==> src/rtl/drum_mult_pipe.sv <==
// drum_mult_pipe: pipelined DRUM approximate/exact unsigned multiplier with valid/ready backpressure
module drum_mult_pipe #(
  parameter int N  = 16,
  parameter int K  = 7,
  parameter int TW = 4
) (
  input  logic            clk,
  input  logic            rst,
  input  logic            in_valid,
  output logic            in_ready,
  input  logic [N-1:0]    in_a,
  input  logic [N-1:0]    in_b,
  input  logic            in_exact,
  input  logic [TW-1:0]   in_tag,
  output logic            out_valid,
  input  logic            out_ready,
  output logic [2*N-1:0]  out_r,
  output logic [TW-1:0]   out_tag
);
  localparam int LW = $clog2(N);
  localparam int SW = $clog2(2*N);
  // Shift = leading-one index minus (K-1), or 0 when the operand fits in K-1 bits.
  function automatic logic [LW-1:0] lsh(input logic [N-1:0] x);
    lsh = '0;
    for (int i = K-1; i < N; i++)
      if (x[i]) lsh = LW'(i-K+1);
  endfunction
  function automatic logic [N-1:0] mant(input logic [N-1:0] x, input logic [LW-1:0] s);
    logic [N-1:0] w;
    w = x >> s;
    mant = {{(N-K){1'b0}}, w[K-1:1], w[0] | (|x[N-1:K-1])};
  endfunction
  logic [LW-1:0]  w_sa, w_sb;
  logic           w_ld1, w_ld2, w_ld3;
  logic           r1_v, r2_v, r3_v;
  logic [N-1:0]   r1_a, r1_b;
  logic [SW-1:0]  r1_s, r2_s;
  logic [2*N-1:0] r2_p, r3_r;
  logic [TW-1:0]  r1_t, r2_t, r3_t;
  always_comb begin
    w_sa  = lsh(in_a);
    w_sb  = lsh(in_b);
    w_ld3 = !r3_v || out_ready;
    w_ld2 = !r2_v || w_ld3;
    w_ld1 = !r1_v || w_ld2;
  end
  assign in_ready  = !rst && w_ld1;
  assign out_valid = r3_v;
  assign out_r     = r3_r;
  assign out_tag   = r3_t;
  // Exact mode reuses the S2 multiplier with raw operands and a zero shift.
  always_ff @(posedge clk) begin
    if (rst) begin
      r1_v <= 1'b0;
      r1_a <= '0;
      r1_b <= '0;
      r1_s <= '0;
      r1_t <= '0;
      r2_v <= 1'b0;
      r2_p <= '0;
      r2_s <= '0;
      r2_t <= '0;
      r3_v <= 1'b0;
      r3_r <= '0;
      r3_t <= '0;
    end else begin
      if (w_ld1) begin
        r1_v <= in_valid;
        r1_a <= in_exact ? in_a : mant(in_a, w_sa);
        r1_b <= in_exact ? in_b : mant(in_b, w_sb);
        r1_s <= in_exact ? '0 : SW'(w_sa) + SW'(w_sb);
        r1_t <= in_tag;
      end
      if (w_ld2) begin
        r2_v <= r1_v;
        r2_p <= (2*N)'(r1_a) * (2*N)'(r1_b);
        r2_s <= r1_s;
        r2_t <= r1_t;
      end
      if (w_ld3) begin
        r3_v <= r2_v;
        r3_r <= r2_p << r2_s;
        r3_t <= r2_t;
      end
    end
  end
endmodule

==> config.mk <==
export PLATFORM = sky130hd
export DESIGN_NAME = drum_mult_pipe
export DESIGN_NICKNAME = d
export VERILOG_FILES = /design/src/rtl/drum_mult_pipe.sv
export SDC_FILE = /design/constraint.sdc
export NUM_CORES = 1
export LEC_CHECK = 0
export CAP_MARGIN = 20
export CORE_MARGIN = 1
export CORE_UTILIZATION = 55
export CTS_BUF_LIST = sky130_fd_sc_hd__clkbuf_4 sky130_fd_sc_hd__clkbuf_8
export CTS_CLUSTER_SIZE = 12
export DETAILED_ROUTE_END_ITERATION = 12
export GPL_ROUTABILITY_DRIVEN = 0
export GPL_TIMING_DRIVEN = 0
export PLACE_DENSITY = 0.78
export SKIP_LAST_GASP = 1
export SYNTH_ARGS = -nofsm -noshare
export SYNTH_HDL_FRONTEND = slang
export SYNTH_SLANG_ARGS = --single-unit
==> constraint.sdc <==
create_clock -name clk -period 7.7 [get_ports clk]
set_clock_uncertainty 0.05 [all_clocks]
set_input_delay 1.155 -clock clk [delete_from_list [all_inputs] [get_ports clk]]
set_output_delay 1.155 -clock clk [all_outputs]
set_load 0.03 [all_outputs]
==> impl_results.html, run 1 <==
<table>
<tr><th>Metric</th><th>Value</th></tr>
<tr><th colspan="2">Run status</th></tr>
<tr><td>Outcome</td><td>finished, final reports clean</td></tr>
<tr><th colspan="2">Yosys</th></tr>
<tr><td>Xor-xnor portion of the synthesized cell area</td><td>1.45%</td></tr>
<tr><td>Area leader, netlist</td><td>sky130_fd_sc_hd__fa_1</td></tr>
<tr><td>Register area share after synthesis</td><td>between 10% and 20%</td></tr>
<tr><td>Fraction of synthesized area in multiplexers</td><td>under 10%</td></tr>
<tr><td>Post-synthesis average cell area</td><td>approximately 8.4 um2</td></tr>
<tr><td>FFs w/ async S/R, synth</td><td>0%</td></tr>
<tr><td>Simple-Gate Fraction of Synth Area</td><td>roughly a fifth</td></tr>
<tr><td>Prevailing post-synth register cell</td><td>sky130_fd_sc_hd__dfxtp_1</td></tr>
<tr><td>Complex-gate fraction of the synthesized area</td><td>12.3%</td></tr>
<tr><td>Dominant combinational cell family by area after synthesis</td><td>adder cells</td></tr>
<tr><td>Area share of the leading cell type in the synthesized netlist</td><td>between 20% and 30%</td></tr>
<tr><td>Post-synth net total</td><td>between 2000 and 2500</td></tr>
<tr><td>Largest cells by area after synthesis</td><td>sky130_fd_sc_hd__fa_1 (26%), sky130_fd_sc_hd__dfxtp_1 (16%), sky130_fd_sc_hd__ha_1 (9.0%)</td></tr>
<tr><td>Syn Inst Count</td><td>roughly 1800</td></tr>
<tr><td>Count of different cell masters after synthesis</td><td>69</td></tr>
<tr><td>Count of warnings emitted by yosys</td><td>0</td></tr>
<tr><td>Number of synthesized register bits</td><td>between 100 and 150</td></tr>
<tr><td>Share of synthesized cell area in full adder, half adder and majority cells</td><td>34.8%</td></tr>
<tr><td>Cell area after synthesis</td><td>between 15000 and 20000 um2</td></tr>
<tr><td>Number of enable-type register cells in the synthesized netlist</td><td>0</td></tr>
<tr><th colspan="2">Clock network</th></tr>
<tr><td>Count of instances resized after the clock tree is built</td><td>0</td></tr>
<tr><td>Num CTS Buffers</td><td>17</td></tr>
<tr><td>CTS Hold Bufs</td><td>0</td></tr>
<tr><td>Root buffer selected by CTS</td><td>sky130_fd_sc_hd__clkbuf_8</td></tr>
<tr><td>Source-to-sink clock delay at the later pin of the worst-skew pair</td><td>around 470 ps</td></tr>
<tr><td>Maximum count of clock buffers along a single path</td><td>2</td></tr>
<tr><td>Clock tree from TritonCTS</td><td>done</td></tr>
<tr><td>Clock slew at the register clock pins of the worst setup and hold paths</td><td>about 80 ps</td></tr>
<tr><td>Clock sinks</td><td>121</td></tr>
<tr><td>Number of setup buffers added after CTS</td><td>0</td></tr>
<tr><td>Maximum level of the CTS H-tree</td><td>4</td></tr>
<tr><th colspan="2">Timing</th></tr>
<tr><td>Tmin final</td><td>between 7000 and 8000 ps</td></tr>
<tr><td>Number of max-slew violations in the final report</td><td>0</td></tr>
<tr><td>Period utilisation layout</td><td>between 90 and 100%</td></tr>
<tr><td>Total of endpoints with negative setup slack in the final report</td><td>0</td></tr>
<tr><td>Max transition margin</td><td>between 30 and 40%</td></tr>
<tr><td>Actual slew at the worst max-slew pin</td><td>a little over 900 ps</td></tr>
<tr><td>Fin worst setup slack</td><td>~350 ps</td></tr>
<tr><td>Final-layout setup total negative slack</td><td>0 ps</td></tr>
<tr><td>Maximum clock rate</td><td>roughly 140 MHz</td></tr>
<tr><td>Unrepaired setup endpoints after global routing</td><td>no</td></tr>
<tr><td>Count of final hold-check violations</td><td>0</td></tr>
<tr><th colspan="2">Finish</th></tr>
<tr><td>Commonest non-fill, non-tap cell in the layout</td><td>sky130_fd_sc_hd__nand2_1</td></tr>
<tr><td>NumNets Final</td><td>around 2200</td></tr>
<tr><td>Post-route insts no fill</td><td>between 2000 and 2500</td></tr>
<tr><td>Number of filler cells placed in the layout</td><td>between 2000 and 2500</td></tr>
<tr><td>Final design utilization</td><td>between 60% and 70%</td></tr>
<tr><td>Post-route cell area</td><td>~17000 um2</td></tr>
<tr><td>Layout overhead on the synthesized area</td><td>10.6%</td></tr>
<tr><td>Multi-input combinational cell area</td><td>about 11000 um2</td></tr>
<tr><td>Number of inserted diodes</td><td>0</td></tr>
<tr><td>Layout cells sized above 1</td><td>under 10%</td></tr>
<tr><td>Most frequent cells in the layout</td><td>sky130_fd_sc_hd__nand2_1 (314), sky130_fd_sc_hd__inv_1 (233), sky130_fd_sc_hd__fa_1 (195), sky130_fd_sc_hd__a21oi_1 (130), sky130_fd_sc_hd__dfxtp_1 (121)</td></tr>
<tr><td>Combined flip-flop and latch cell area</td><td>between 2000 and 2500 um2</td></tr>
<tr><th colspan="2">Floorplan</th></tr>
<tr><td>Initial standard-cell utilization of the core</td><td>56.0%</td></tr>
<tr><td>Core Area</td><td>approximately 27000 um2</td></tr>
<tr><td>Horiz. Die Dim</td><td>roughly 170 um</td></tr>
<tr><td>Die Span Y</td><td>between 150 and 200 um</td></tr>
<tr><td>Die area</td><td>roughly 28000 um2</td></tr>
<tr><td>IO Count</td><td>79</td></tr>
<tr><td>Row count</td><td>60</td></tr>
<tr><th colspan="2">Hold path</th></tr>
<tr><td>Worst hold path type</td><td>register to register</td></tr>
<tr><td>Hold path depth</td><td>2</td></tr>
<tr><td>Launch point of the worst hold path</td><td>out_tag[2]$_SDFFE_PP0P_</td></tr>
<tr><td>Worst-case hold path end point</td><td>out_tag[2]$_SDFFE_PP0P_</td></tr>
<tr><th colspan="2">Setup path</th></tr>
<tr><td>CP Data Required Time</td><td>about 8000 ps</td></tr>
<tr><td>First element of the critical path</td><td>r1_b[7]$_SDFFE_PP0N_</td></tr>
<tr><td>FF-to-FF Start</td><td>r1_b[7]$_SDFFE_PP0N_</td></tr>
<tr><td>Kind of end point of the critical path</td><td>register</td></tr>
<tr><td>Category of the worst setup path launch point</td><td>register</td></tr>
<tr><td>Reg2Reg Setup Slack</td><td>approximately 350 ps</td></tr>
<tr><td>Startpoint-to-endpoint class of the critical path</td><td>register to register</td></tr>
<tr><td>Critical path data arrival time</td><td>7640 ps</td></tr>
<tr><td>Crit path max fanout</td><td>10</td></tr>
<tr><td>Endpoint of the worst register-to-register path</td><td>r2_p[28]$_SDFFE_PP0P_</td></tr>
<tr><td>Depth of the most critical reg-to-reg path</td><td>25</td></tr>
<tr><th colspan="2">Global route</th></tr>
<tr><td>Antenna violations before repair</td><td>0</td></tr>
<tr><td>Vias in the first global route</td><td>~13000</td></tr>
<tr><td>Routing usage on met3</td><td>about 5.4%</td></tr>
<tr><td>Most utilized layer in the global route result</td><td>met2</td></tr>
<tr><td>Fraction of met1 tracks used by global routing</td><td>41.5%</td></tr>
<tr><td>Total global routing track utilization</td><td>between 30 and 40%</td></tr>
<tr><td>Met2 Use GR</td><td>between 50% and 60%</td></tr>
<tr><td>Pin count of the biggest net entering global routing</td><td>17</td></tr>
<tr><td>Global-route wire length before repair</td><td>68900 um</td></tr>
<tr><td>Global route total overflow</td><td>0</td></tr>
<tr><th colspan="2">Detailed routing</th></tr>
<tr><td>Remaining number of nets flagged by the antenna check after routing</td><td>0</td></tr>
<tr><td>Count of TritonRoute iterations in the first routing pass</td><td>5</td></tr>
<tr><td>Total vias in the final route</td><td>~13000</td></tr>
<tr><td>Post-detailed-route DRC marker count</td><td>0</td></tr>
<tr><td>Wire length per cell after detailed routing</td><td>19.1 um</td></tr>
<tr><td>Detailed Route Iter0 Violations</td><td>approximately 1400</td></tr>
<tr><td>Routed wire length</td><td>about 43000 um</td></tr>
<tr><td>Vias per Instance</td><td>5.92</td></tr>
<tr><th colspan="2">Place</th></tr>
<tr><td>Number of port buffers</td><td>73</td></tr>
<tr><td>Number of placed instances, taps included</td><td>2206</td></tr>
<tr><td>Place WS</td><td>around 460 ps</td></tr>
<tr><td>Post-placement cell area</td><td>around 16000 um2</td></tr>
<tr><td>Total half-perimeter wirelength after legalization and detailed placement</td><td>around 34000 um</td></tr>
<tr><th colspan="2">Power and ir drop</th></tr>
<tr><td>Power density cells</td><td>between 100 and 150 nW/um2</td></tr>
<tr><td>Static leakage</td><td>about 7.5 nW</td></tr>
<tr><td>IR drop worst, VDD</td><td>approximately 0.096 mV</td></tr>
<tr><th colspan="2">Flow run</th></tr>
<tr><td>Max cap viols</td><td>0</td></tr>
</table>
[synth_stat cells (6+ instances only)]
| cell | instances |
|---|---|
| sky130_fd_sc_hd__clkbuf_1 | 93 |
| sky130_fd_sc_hd__ha_1 | 108 |
| sky130_fd_sc_hd__xnor2_1 | 17 |
| sky130_fd_sc_hd__nor2b_1 | 12 |
| sky130_fd_sc_hd__dfxtp_1 | 121 |
| sky130_fd_sc_hd__fa_1 | 195 |
| sky130_fd_sc_hd__a211oi_1 | 28 |
| sky130_fd_sc_hd__mux2i_1 | 41 |
| sky130_fd_sc_hd__o21ai_0 | 33 |
| sky130_fd_sc_hd__a21oi_1 | 130 |
| sky130_fd_sc_hd__a222oi_1 | 6 |
| sky130_fd_sc_hd__nand2b_1 | 9 |
| sky130_fd_sc_hd__mux2_2 | 13 |
| sky130_fd_sc_hd__xor2_1 | 8 |
| sky130_fd_sc_hd__nand2_1 | 314 |
| sky130_fd_sc_hd__a22oi_1 | 15 |
| sky130_fd_sc_hd__and3_1 | 6 |
| sky130_fd_sc_hd__inv_1 | 233 |
| sky130_fd_sc_hd__nor3_1 | 27 |
| sky130_fd_sc_hd__o22ai_1 | 10 |
| sky130_fd_sc_hd__o21ai_1 | 7 |
| sky130_fd_sc_hd__a21o_1 | 12 |
| sky130_fd_sc_hd__and2_1 | 113 |
| sky130_fd_sc_hd__buf_2 | 8 |
| sky130_fd_sc_hd__nand3_1 | 19 |
| sky130_fd_sc_hd__nor2_1 | 89 |
| sky130_fd_sc_hd__nand3b_1 | 11 |
| sky130_fd_sc_hd__mux4_2 | 26 |
| sky130_fd_sc_hd__buf_1 | 9 |
[stage by stage]
step | power [mW] | hold slack [ps]
finish | 2.35 | 406
global route | 2.48 | 425
CTS | 2.33 | 406
detailed placement | 1.69 | 396
global placement | 1.67 | 390
floorplan | 1.39 | 382
[sequential cells by signal, indices dropped and copies added (netlist names), 4 cells and up]
| signal | count |
|---|---|
| out_tag | 4 |
| r2_p | 32 |
| r1_a | 16 |
| r1_b | 16 |
| r1_t | 4 |
| r1_s | 5 |
| r2_t | 4 |
| r2_s | 5 |
| out_r | 32 |
[layout make-up]
cell class,count,share of cell area (%)
Clock buffer,17,1.40
Buffer,111,2.60
Timing Repair Buffer,73,4.38
Clock inverter,15,1.23
Sequential cell,121,14.5
Tap cell,341,2.56
Inverter,235,5.28
Multi-Input combinational cell,1325,68.0
[worst max path at each step]
stage                                        to  slack (ps)
after floorplan           r2_p[28]$_SDFFE_PP0P_        1600
after global placement    r2_p[28]$_SDFFE_PP0P_         600
after detailed placement  r2_p[28]$_SDFFE_PP0P_         460
after CTS                 r2_p[28]$_SDFFE_PP0P_         420
after global routing      r2_p[28]$_SDFFE_PP0P_          80
final                     r2_p[28]$_SDFFE_PP0P_         350
[metal layers]
layer / vias up / share of wire, %
li1: 6032 / -
met1: 6472 / 42
met2: 620 / 46
met3: 114 / 7.9
met4: 0 / 3.6
met5: - / 0
[logic make-up (layout without fill, tap and decap cells)]
logic type	Yosys count	after routing
buffers and inverters	346	451
AND/OR/NAND/NOR	625	625
XOR/XNOR	25	25
multiplexers	80	80
adder cells (fa/ha/maj)	303	303
AO/OA/AOI/OAI	292	292
flip-flops	121	121
[power breakdown]
group          switching [mW]  internal (mW)
clock network           0.312          0.335
registers              0.0804          0.688
logic                   0.559          0.379
[critical path, stage by stage, from the launching register on]
cell	delay [ps]
sky130_fd_sc_hd__dfxtp_1	310
sky130_fd_sc_hd__clkbuf_1	420
sky130_fd_sc_hd__clkbuf_1	480
sky130_fd_sc_hd__nand2_1	180
sky130_fd_sc_hd__fa_1	590
sky130_fd_sc_hd__inv_1	60
sky130_fd_sc_hd__fa_1	500
sky130_fd_sc_hd__inv_1	50
sky130_fd_sc_hd__fa_1	550
sky130_fd_sc_hd__inv_1	60
sky130_fd_sc_hd__fa_1	390
sky130_fd_sc_hd__fa_1	510
sky130_fd_sc_hd__inv_1	50
sky130_fd_sc_hd__fa_1	490
sky130_fd_sc_hd__inv_1	50
sky130_fd_sc_hd__ha_1	260
sky130_fd_sc_hd__clkbuf_1	190
sky130_fd_sc_hd__a21o_1	230
sky130_fd_sc_hd__a21o_1	170
sky130_fd_sc_hd__a21oi_1	200
sky130_fd_sc_hd__nand3_1	100
sky130_fd_sc_hd__o221ai_1	570
sky130_fd_sc_hd__o31ai_2	210
sky130_fd_sc_hd__o21ai_1	220
sky130_fd_sc_hd__nor4_1	70
sky130_fd_sc_hd__a211o_1	270
Power figures use the tool's default switching activity.
==> inputs of run 2 (changes only) <==
--- a/config.mk
+++ b/config.mk
@@ -8,7 +8,6 @@
 export CAP_MARGIN = 20
 export CORE_MARGIN = 1
 export CORE_UTILIZATION = 55
-export CTS_BUF_LIST = sky130_fd_sc_hd__clkbuf_4 sky130_fd_sc_hd__clkbuf_8
 export CTS_CLUSTER_SIZE = 12
 export DETAILED_ROUTE_END_ITERATION = 12
 export GPL_ROUTABILITY_DRIVEN = 0
==> run 2 against run 1 <==
Combinational power barely moved; largest cell class unchanged; worst hold slack got worse by 4.1 ps; setup slack improved by 23 ps; register-to-register slack improved by 20 ps; total power rose by 9.2%; die area did not move; sequential share of layout area fell by 0.16 points; clock power rose by 33%; final area rose by 1.1%; global-route usage rose by 0.41 points; critical path depth did not move; sequential cell count did not move.
==> impl_results.html, run 2 (same netlist as run 1, synthesis figures left out) <==
<table>
<tr><th>Metric</th><th>Value</th></tr>
<tr><th colspan="2">Timing</th></tr>
<tr><td>Max transition margin</td><td>33.2% (was 36.8%)</td></tr>
<tr><td>Total of endpoints with negative setup slack in the final report</td><td>0 (unchanged)</td></tr>
<tr><td>Tmin final</td><td>7330 ps (was 7350 ps)</td></tr>
<tr><td>Period utilisation layout</td><td>95.2% (was 95.5%)</td></tr>
<tr><td>Maximum clock rate</td><td>136 MHz (about the same)</td></tr>
<tr><td>Count of final hold-check violations</td><td>0 (unchanged)</td></tr>
<tr><td>Final-layout setup total negative slack</td><td>0 ps (unchanged)</td></tr>
<tr><td>Number of max-slew violations in the final report</td><td>0 (unchanged)</td></tr>
<tr><td>Hold_ws</td><td>402 ps (was 406 ps)</td></tr>
<tr><td>Actual slew at the worst max-slew pin</td><td>976 ps (was 924 ps)</td></tr>
<tr><td>Unrepaired setup endpoints after global routing</td><td>no (unchanged)</td></tr>
<tr><th colspan="2">Detailed routing</th></tr>
<tr><td>Detailed Route Iter0 Violations</td><td>1370 (was 1391)</td></tr>
<tr><td>Routed wire length</td><td>42900 um (was 42700 um)</td></tr>
<tr><td>Wire length per cell after detailed routing</td><td>19.2 um (was 19.1 um)</td></tr>
<tr><td>Total vias in the final route</td><td>13303 (was 13238)</td></tr>
<tr><td>Remaining number of nets flagged by the antenna check after routing</td><td>0 (unchanged)</td></tr>
<tr><td>Post-detailed-route DRC marker count</td><td>0 (unchanged)</td></tr>
<tr><td>Vias per Instance</td><td>5.94 (was 5.92)</td></tr>
<tr><td>Count of TritonRoute iterations in the first routing pass</td><td>6 (was 5)</td></tr>
<tr><th colspan="2">Power and ir drop</th></tr>
<tr><td>Clock network power share</td><td>33.5% (was 27.5%)</td></tr>
<tr><td>Power density cells</td><td>152 nW/um2 (was 141 nW/um2)</td></tr>
<tr><td>Net switching component of the power</td><td>977 uW (was 951 uW)</td></tr>
<tr><td>Fraction of power spent switching nets</td><td>38.0% (was 40.4%)</td></tr>
<tr><td>Overall Power</td><td>2.57 mW (was 2.35 mW)</td></tr>
<tr><td>Gate power share</td><td>36.6% (was 39.9%)</td></tr>
<tr><td>Cell internal power dissipation</td><td>1.59 mW (was 1.40 mW)</td></tr>
<tr><td>Static leakage</td><td>7.62 nW (was 7.53 nW)</td></tr>
<tr><td>Sequential cell fraction of total power</td><td>29.9% (was 32.7%)</td></tr>
<tr><td>IR drop worst, VDD</td><td>0.152 mV (was 0.0965 mV)</td></tr>
<tr><th colspan="2">Finish</th></tr>
<tr><td>Layout cells sized above 1</td><td>5.32% (unchanged)</td></tr>
<tr><td>Multi-input combinational cell area</td><td>11400 um2 (unchanged)</td></tr>
<tr><td>Post-route insts no fill</td><td>2238 (unchanged)</td></tr>
<tr><td>Combined flip-flop and latch cell area</td><td>2420 um2 (unchanged)</td></tr>
<tr><td>Layout overhead on the synthesized area</td><td>11.8% (was 10.6%)</td></tr>
<tr><td>Number of inserted diodes</td><td>0 (unchanged)</td></tr>
<tr><td>NumNets Final</td><td>2228 (unchanged)</td></tr>
<tr><td>Most frequent cells in the layout</td><td>sky130_fd_sc_hd__nand2_1 (314), sky130_fd_sc_hd__inv_1 (233), sky130_fd_sc_hd__fa_1 (195), sky130_fd_sc_hd__a21oi_1 (130), sky130_fd_sc_hd__dfxtp_1 (121) (unchanged)</td></tr>
<tr><td>Number of filler cells placed in the layout</td><td>2191 (was 2241)</td></tr>
<tr><td>Commonest non-fill, non-tap cell in the layout</td><td>sky130_fd_sc_hd__nand2_1 (unchanged)</td></tr>
<tr><th colspan="2">Floorplan</th></tr>
<tr><td>Horiz. Die Dim</td><td>168 um (unchanged)</td></tr>
<tr><td>Die Span Y</td><td>168 um (unchanged)</td></tr>
<tr><td>Row count</td><td>60 (unchanged)</td></tr>
<tr><td>Core Area</td><td>27000 um2 (unchanged)</td></tr>
<tr><td>Initial standard-cell utilization of the core</td><td>56.0% (unchanged)</td></tr>
<tr><td>Die area</td><td>28100 um2 (unchanged)</td></tr>
<tr><td>IO Count</td><td>79 (unchanged)</td></tr>
<tr><th colspan="2">Clock network</th></tr>
<tr><td>Num CTS Buffers</td><td>17 (unchanged)</td></tr>
<tr><td>Clock slew at the register clock pins of the worst setup and hold paths</td><td>60 ps (was 80 ps)</td></tr>
<tr><td>Count of instances resized after the clock tree is built</td><td>0 (unchanged)</td></tr>
<tr><td>Number of setup buffers added after CTS</td><td>0 (unchanged)</td></tr>
<tr><td>Clock sinks</td><td>121 (unchanged)</td></tr>
<tr><td>Clock tree from TritonCTS</td><td>done (unchanged)</td></tr>
<tr><td>Source-to-sink clock delay at the later pin of the worst-skew pair</td><td>420 ps (was 470 ps)</td></tr>
<tr><td>Maximum level of the CTS H-tree</td><td>4 (unchanged)</td></tr>
<tr><td>Root buffer selected by CTS</td><td>sky130_fd_sc_hd__clkbuf_16 (was sky130_fd_sc_hd__clkbuf_8)</td></tr>
<tr><td>Maximum count of clock buffers along a single path</td><td>2 (unchanged)</td></tr>
<tr><td>CTS Hold Bufs</td><td>0 (unchanged)</td></tr>
<tr><th colspan="2">Setup path</th></tr>
<tr><td>Startpoint-to-endpoint class of the critical path</td><td>register to register (unchanged)</td></tr>
<tr><td>Crit path max fanout</td><td>10 (unchanged)</td></tr>
<tr><td>Kind of end point of the critical path</td><td>register (unchanged)</td></tr>
<tr><td>Category of the worst setup path launch point</td><td>register (unchanged)</td></tr>
<tr><td>CP Data Required Time</td><td>7960 ps (was 7990 ps)</td></tr>
<tr><td>Critical path data arrival time</td><td>7590 ps (was 7640 ps)</td></tr>
<tr><th colspan="2">Global route</th></tr>
<tr><td>Total global routing track utilization</td><td>31.7% (was 31.2%)</td></tr>
<tr><td>Vias in the first global route</td><td>13185 (was 13123)</td></tr>
<tr><td>Antenna violations before repair</td><td>0 (unchanged)</td></tr>
<tr><td>Pin count of the biggest net entering global routing</td><td>17 (unchanged)</td></tr>
<tr><td>Global-route wire length before repair</td><td>69700 um (was 68900 um)</td></tr>
<tr><td>Global route total overflow</td><td>0 (unchanged)</td></tr>
<tr><th colspan="2">Place</th></tr>
<tr><td>Total half-perimeter wirelength after legalization and detailed placement</td><td>34100 um (unchanged)</td></tr>
<tr><td>Number of placed instances, taps included</td><td>2206 (unchanged)</td></tr>
<tr><td>Number of port buffers</td><td>73 (unchanged)</td></tr>
<tr><th colspan="2">Run status</th></tr>
<tr><td>Outcome</td><td>finished, final reports clean (unchanged)</td></tr>
<tr><th colspan="2">Flow run</th></tr>
<tr><td>Max cap viols</td><td>0 (unchanged)</td></tr>
<tr><th colspan="2">Hold path</th></tr>
<tr><td>Worst hold path type</td><td>register to register (unchanged)</td></tr>
</table>
==> run 2: cell types whose count changed in the layout (fill, tap and decap cells not counted) <==
cell	previous run	this run
sky130_fd_sc_hd__clkbuf_16	0	17
sky130_fd_sc_hd__clkbuf_8	17	0
==> run 2: power by group through the flow <==
stage	clock, mW	combinational (mW)	sequential [mW]
5_1_grt	0.894	1.03	0.776
6_report	0.860	0.941	0.770
2_1_floorplan	0	0.611	0.783
3_5_place_dp	0	0.915	0.778
3_3_place_gp	0	0.892	0.775
4_1_cts	0.859	0.927	0.766
==> run 2: routing by layer <==
metal	wire, um	track usage [%]
met5	0	0
met4	1300	9.57
met3	3630	5.44
met2	20300	52.4
met1	17700	42.4
==> run 2: layout make-up <==
type                    count  area share [%]
flip-flops and latches    121            14.3
inverters                 235            5.22
well taps                 341            2.53
clock buffers              17            2.52
plain buffers             111            2.57
clock inverters            15            1.22
multi-input cells        1325            67.3
repair buffers             73            4.33
==> run 2: final timing paths <==
path / startpoint / end / slack, ps / depth (start not counted)
setup / recovery: r1_b[7]$_SDFFE_PP0N_ / r2_p[28]$_SDFFE_PP0P_ / 370 / 25
hold / removal: out_tag[2]$_SDFFE_PP0P_ / out_tag[2]$_SDFFE_PP0P_ / 400 / 2
setup reg to reg: r1_b[7]$_SDFFE_PP0N_ / r2_p[28]$_SDFFE_PP0P_ / 370 / 25
hold reg to reg: out_tag[2]$_SDFFE_PP0P_ / out_tag[2]$_SDFFE_PP0P_ / 400 / 2
==> run 2: worst max-delay path, stage by stage (launching register included) <==
cell and delay (ps):
sky130_fd_sc_hd__dfxtp_1 300, sky130_fd_sc_hd__clkbuf_1 430, sky130_fd_sc_hd__clkbuf_1 490, sky130_fd_sc_hd__nand2_1 180, sky130_fd_sc_hd__fa_1 580, sky130_fd_sc_hd__inv_1 60, sky130_fd_sc_hd__fa_1 500, sky130_fd_sc_hd__inv_1 50
sky130_fd_sc_hd__fa_1 550, sky130_fd_sc_hd__inv_1 60, sky130_fd_sc_hd__fa_1 390, sky130_fd_sc_hd__fa_1 510, sky130_fd_sc_hd__inv_1 50, sky130_fd_sc_hd__fa_1 490, sky130_fd_sc_hd__inv_1 50, sky130_fd_sc_hd__ha_1 260
sky130_fd_sc_hd__clkbuf_1 180, sky130_fd_sc_hd__a21o_1 220, sky130_fd_sc_hd__a21o_1 170, sky130_fd_sc_hd__a21oi_1 200, sky130_fd_sc_hd__nand3_1 100, sky130_fd_sc_hd__o221ai_1 550, sky130_fd_sc_hd__o31ai_2 210, sky130_fd_sc_hd__o21ai_1 220
sky130_fd_sc_hd__nor4_1 70, sky130_fd_sc_hd__a211o_1 270
==> run 2: metrics by stage <==
stage | setup WS, ps | area [um2] | utilization, %
global route | 88.4 | 16900 | 62.7
detailed placement | 458 | 16300 | 60.3
floorplan | 1600 | 15100 | -
global placement | 598 | 16300 | 60.3
finish | 371 | 16900 | 62.7
CTS | 421 | 16900 | 62.7
